### src/rtl/y_mon_pkg.sv
// y_mon_pkg: state encoding and default parameters for the Y event counter.
package y_mon_pkg;
  typedef enum logic [1:0] {
    LOW      = 2'd0,
    RISE_CHK = 2'd1,
    HIGH     = 2'd2,
    FALL_CHK = 2'd3
  } state_t;
  localparam int FILT_CYCLES_DEF = 4;
  localparam int CNT_W_DEF = 8;
endpackage

### src/rtl/y_event_counter_if.sv
// y_event_counter_if: Y input, clear and event-count outputs of the event counter.
interface y_event_counter_if #(parameter int CNT_W = y_mon_pkg::CNT_W_DEF);
  logic Y;
  logic clr;
  logic y_filt;
  logic rise_pulse;
  logic [CNT_W-1:0] count;
  logic overflow;
  modport master (output Y, clr, input y_filt, rise_pulse, count, overflow);
  modport slave (input Y, clr, output y_filt, rise_pulse, count, overflow);
endinterface

### src/rtl/sync_2ff.sv
// sync_2ff: two-flop synchronizer for an asynchronous level.
module sync_2ff (
  input  logic clk,
  input  logic rst_n,
  input  logic d,
  output logic q
);
  logic m;
  always_ff @(posedge clk or negedge rst_n)
    if (!rst_n) {q, m} <= 2'b00;
    else {q, m} <= {m, d};
endmodule

### src/rtl/y_event_counter.sv
// y_event_counter: debounces Y, strobes on accepted rising edges and counts them with saturation.
module y_event_counter
  import y_mon_pkg::*;
#(
  parameter int FILT_CYCLES = FILT_CYCLES_DEF,
  parameter int CNT_W = CNT_W_DEF
) (
  input logic clk,
  input logic rst_n,
  y_event_counter_if.slave bus
);
  localparam logic [3:0] F_LAST = 4'(FILT_CYCLES - 1);
  logic y_s;
  state_t state, state_nx;
  logic [3:0] fcnt, fcnt_nx;
  logic done, rise;
  sync_2ff u_sync (.clk(clk), .rst_n(rst_n), .d(bus.Y), .q(y_s));
  assign done = fcnt == F_LAST;
  assign rise = state == RISE_CHK && y_s && done;
  always_comb begin
    state_nx = state;
    fcnt_nx = '0;
    case (state)
      LOW:      if (y_s) begin state_nx = RISE_CHK; fcnt_nx = 4'd1; end
      RISE_CHK: if (!y_s) state_nx = LOW; else if (done) state_nx = HIGH; else fcnt_nx = fcnt + 4'd1;
      HIGH:     if (!y_s) begin state_nx = FALL_CHK; fcnt_nx = 4'd1; end
      FALL_CHK: if (y_s) state_nx = HIGH; else if (done) state_nx = LOW; else fcnt_nx = fcnt + 4'd1;
    endcase
  end
  // clr only touches the counter/flag; the filter and strobe keep running
  always_ff @(posedge clk or negedge rst_n)
    if (!rst_n) begin
      state <= LOW;
      fcnt <= '0;
      bus.y_filt <= 1'b0;
      bus.rise_pulse <= 1'b0;
      bus.count <= '0;
      bus.overflow <= 1'b0;
    end else begin
      state <= state_nx;
      fcnt <= fcnt_nx;
      bus.y_filt <= state_nx == HIGH || state_nx == FALL_CHK;
      bus.rise_pulse <= rise;
      if (bus.clr) begin
        bus.count <= '0;
        bus.overflow <= 1'b0;
      end else if (rise) begin
        if (bus.count == '1) bus.overflow <= 1'b1;
        else bus.count <= bus.count + 1'b1;
      end
    end
endmodule

### src/flat_wrapper.sv
// flat-port wrapper written by rule: the top's interface ports become plain ports
module y_event_counter_flat import y_mon_pkg::*;
#(
  parameter int FILT_CYCLES = FILT_CYCLES_DEF,
  parameter int CNT_W = CNT_W_DEF
)
  (clk, rst_n, bus_Y, bus_clr, bus_y_filt, bus_rise_pulse, bus_count, bus_overflow);
  y_event_counter_if #(.CNT_W(CNT_W)) bus_i ();
  input logic clk;
  input logic rst_n;
  input wire logic [$bits(bus_i.Y)-1:0] bus_Y;
  input wire logic [$bits(bus_i.clr)-1:0] bus_clr;
  output wire logic [$bits(bus_i.y_filt)-1:0] bus_y_filt;
  output wire logic [$bits(bus_i.rise_pulse)-1:0] bus_rise_pulse;
  output wire logic [$bits(bus_i.count)-1:0] bus_count;
  output wire logic [$bits(bus_i.overflow)-1:0] bus_overflow;
  assign bus_i.Y = bus_Y;
  assign bus_i.clr = bus_clr;
  assign bus_y_filt = bus_i.y_filt;
  assign bus_rise_pulse = bus_i.rise_pulse;
  assign bus_count = bus_i.count;
  assign bus_overflow = bus_i.overflow;
  y_event_counter #(.FILT_CYCLES(FILT_CYCLES), .CNT_W(CNT_W)) u_core (.clk(clk), .rst_n(rst_n), .bus(bus_i));
endmodule
### config.mk
export PLATFORM = sky130hd
export DESIGN_NAME = y_event_counter_flat
export DESIGN_NICKNAME = d
export VERILOG_FILES = /design/src/rtl/y_mon_pkg.sv /design/src/rtl/y_event_counter_if.sv /design/src/rtl/sync_2ff.sv /design/src/rtl/y_event_counter.sv /design/src/flat_wrapper.sv
export SDC_FILE = /design/constraint.sdc
export NUM_CORES = 1
export LEC_CHECK = 0
export CAP_MARGIN = 20
export CORE_MARGIN = 2
export CORE_UTILIZATION = 50
export DETAILED_ROUTE_END_ITERATION = 10
export HOLD_SLACK_MARGIN = 0.03
export PLACE_DENSITY = 0.82
export REMOVE_ABC_BUFFERS = 1
export SLEW_MARGIN = 0
export SYNTH_ARGS = -nofsm -noshare
export SYNTH_HDL_FRONTEND = slang
export SYNTH_SLANG_ARGS = --single-unit
### constraint.sdc
create_clock -name clk -period 1.7 [get_ports clk]
set_input_delay 0.34 -clock clk [delete_from_list [all_inputs] [get_ports clk]]
set_output_delay 0.34 -clock clk [all_outputs]
set_load 0.02 [all_outputs]
==> results of run 1 <==
## synthesized netlist by cell type, drive strengths merged
cell and n:
buf 2, a41o 2, nand4 4, nand2 3
or2b 1, a211oi 1, xor2 3, nor3 3
mux2i 2, nand3b 1, nand4bb 1, a21oi 5
nor3b 1, ha 2, nand3 3, and2 2
dfrtp 19, inv 4, o21ai 4, nor2 8
and4bb 1, a311oi 1, o2111ai 1, and3 3
a31oi 2, nand2b 1
## report_power, final
group	internal [uW]	leakage, uW	switching (uW)	total [uW]
sequential	509	0.000254	48.5	558
combinational	86.6	0.000305	107	194
clock	87.4	0.0000177	139	226
total	683	0.000577	295	978
## sequential cells by signal, summed over array words and instances, names as in the netlist
name                   count
u_core.u_sync.q            1
u_core.bus.count           8
u_core.bus.overflow        1
u_core.u_sync.m            1
u_core.fcnt                4
u_core.bus.rise_pulse      1
u_core.bus.y_filt          1
u_core.state               2
## routing by layer
layer  share of wire [%]  up-vias  global-route usage [%]  wire (um)
li1                    -      329                       -          -
met1                  50      315                   24.56        780
met2                  45       11                   23.89        712
met3                 3.8        2                   4.706         59
met4                0.96        0                   6.857         15
met5                   0        -                       0          0
## cell type report
type                            instances  area, um2  share of cell area (%)
Inverter                                4      15.01                   1.336
Multi-Input combinational cell         55      410.4                   36.53
Timing Repair Buffer                   16      163.9                   14.59
Clock inverter                          1      5.005                  0.4454
Tap cell                               25      31.28                   2.784
Sequential cell                        19      475.5                   42.32
Clock buffer                            3      22.52                   2.004
## final timing paths
| check | from | end | depth (start not counted) |
|---|---|---|---|
| worst max-delay path | u_core.bus.overflow | bus_overflow | 1 |
| worst min-delay path | rst_n | u_core.bus.count[5] | 2 |
| worst min register to register | u_core.u_sync.m | u_core.u_sync.q | 0 |
| max in group asynchronous | rst_n | u_core.u_sync.q | 2 |
| worst max register to register | u_core.bus.count[0] | u_core.bus.count[4] | 6 |
| min in group clk | u_core.u_sync.m | u_core.u_sync.q | 0 |
## through the flow
| step | setup WS [ns] | power (uW) | cell area, um2 |
|---|---|---|---|
| after global routing | 0.01966 | 1026 | 1124 |
| after detailed placement | 0.1140 | 761.2 | 1069 |
| after CTS | 0.008144 | 985.1 | 1092 |
| after global placement | 0.1779 | 751.8 | 1069 |
| after floorplan | 0.1057 | 686.5 | 889.6 |
| final | 0.1005 | 977.9 | 1124 |
## logic make-up after synthesis
logic type | Yosys count | synth area share (%)
AO/OA/AOI/OAI | 16 | 11.37
XOR/XNOR | 3 | 2.913
adder cells (fa/ha/maj) | 2 | 2.773
buffers and inverters | 6 | 3.051
flip-flops | 19 | 52.71
multiplexers | 2 | 2.219
AND/OR/NAND/NOR | 32 | 24.97
## repair_timing
| action | 4_1_cts | 5_1_grt |
|---|---|---|
| buffers inserted | 0 | 1 |
| pin swaps | 0 | 1 |
| setup endpoints to repair | 3 | 8 |
| hold buffers | 0 | 0 |
| resized for setup | 3 | 7 |
| cloned | 0 | 0 |
==> results, run 1 <==
- The wire length of the first global-routing pass is 2566 um.
- The flip-flop and latch count after synthesis is 19.
- For the pin with the worst max-slew slack, the measured transition is 0.3322 ns.
- For this run, the slowest stage of the critical path takes 0.60 ns.
- Buffers inserted during clock tree synthesis total 3.
- In this run the number of H-tree levels came out at 1.
- The total grt overflow is 0.
- Counting distinct cell types in the post-synthesis netlist gives 31.
- For the finished layout, the period the worst path requires is 1.599 ns.
- The number of global-route vias before repair was 599.
- TritonCTS built the clock tree.
- The floorplan die area is 2160 um2.
- The pin count of the biggest net entering global routing is 20.
- The number of detailed-routing iterations run before antenna repair is 4.
- In the layout the commonest cells are sky130_fd_sc_hd__dfrtp_1, sky130_fd_sc_hd__nor2_1, sky130_fd_sc_hd__clkdlybuf4s50_1.
- The number of nets with antenna violations after routing is 0.
- STA classifies the critical path endpoint as a primary output.
- The maximum clock frequency is 625.2 MHz.
- Relative to the synthesized area, the layout overhead comes to 24.55%.
- The period utilization is 94.09%.
- The core region is 1708 um2.
- The critical path class is reg -> out.
- For this block, the routed nets add up to 1568 um of wire.
- The data arrival time of the critical path is 1.26 ns.
- In this design, the largest share of critical-path delay is due to buffers and inverters.
- The power density over the cells is 870.4 nW/um2.
- The run finished with clean final reports.
- Across the run, the number of max-cap violations was 0.
- The die outline width is 46.48 um.
- After filler insertion, the fill cell instance count of the layout stands at 142.
- The average instance in the mapped netlist occupies 11.28 um2.
- After legalization and detailed placement, the total HPWL measured 1131 um.
- After detailed routing, the average wire length per cell comes to 12.75 um.
- The clock-pin transition on the worst setup and hold timing paths is 0.11 ns.
- The worst setup path is launched from a flop.
- The repair_antennas step left the layout with diodes totalling 0.
- The tightest slew margin relative to the limit is 77.79%.
- After routing, the total negative slack on setup checks comes to 0 ns.
- The top cell type by total area after synthesis is sky130_fd_sc_hd__dfrtp_1.
- The hold violation count in the final report is 0.
- After detailed routing, the number of vias per cell comes to 5.341.
- The initial cell density of the core is 52.82%.
- After the first detailed-routing iteration, the DRC count stood at 7.
- The buffer and inverter count on the worst path is 1.
- The final route contains 657 vias.
- Port buffering added 14 buffers.
- The die height is 46.48 um.
- The last weighted congestion value of the routability-driven placer is 0.8136.
- The synthesized instance count is 80.
- The number of max-slew violations in the final report is 0.
- The peak supply drop is 0.0008177 V.
- After the last flow step, the layout net total stands at 105.
- The mapped cell area is 902.1 um2.
- The share of layout cells above drive strength 1 is 16.33%.
- The static leakage is 0.0005773 uW.
- The most common cell after layout, fill and taps aside is sky130_fd_sc_hd__dfrtp_1.
- For flop-to-flop paths, the worst setup slack is 0.17 ns.
- Across the routed clock network, the largest skew measured is 0.001977 ns.
- The cell at the slowest stage of the critical path is sky130_fd_sc_hd__clkdlybuf4s50_1.
- The endpoint required time on the critical path is 1.36 ns.
- The final standard cell count with taps included and fillers excluded is 123.
- The final setup violation count is 0.
- The longest clock path from root to sink contains 2 buffers.
- The area share of the leading cell type in the synthesized netlist is 52.70%.
- The number of cells in the design after placement is 118.
- The count of boundary I/O pins is 15.
- The count of clock tree sinks is 19.
- The post-layout utilization of the core is 65.79%.
- The floorplan has 15 rows.
- For the worst-skew pair, the clock arrives at the later sink with an insertion delay of 0.29 ns.
- The yosys synthesis warning count is 0.
- The class of the worst hold path is in -> async.
- The worst-path maximum fanout is 2.
- After synthesis, the cell types taking the most area are sky130_fd_sc_hd__dfrtp_1, sky130_fd_sc_hd__nor3_4, sky130_fd_sc_hd__nand4bb_4.
- The root buffer cell is sky130_fd_sc_hd__clkbuf_4.
- The number of DRC violations after detailed routing is 0.
- Traced cell by cell, the critical path runs through clkdlybuf4s50_1.
- The number of antenna violations at the first check in global routing came to 0.
- Across every metal layer, demand over resource in global routing totals 16.99%.
- The fraction of the yosys area taken by sequential cells is 52.70%.
- Setup repair after global routing left no endpoint under its margin.
- Final hold analysis gives a worst-case slack of 0.3651 ns.
Power figures use the tool's default switching activity.
==> run 2: changes to the inputs <==
CTS_CLUSTER_DIAMETER = 120   (was not set)
==> results of run 2 <==
No change in the layout: final DEF, timing and power equal those of run 1.
==> run 3: changes to the inputs <==
SKIP_LAST_GASP = 1   (was not set)
SLEW_MARGIN = 20   (was 0)
==> results of run 3 <==
No change in the layout: final DEF, timing and power equal those of run 1.
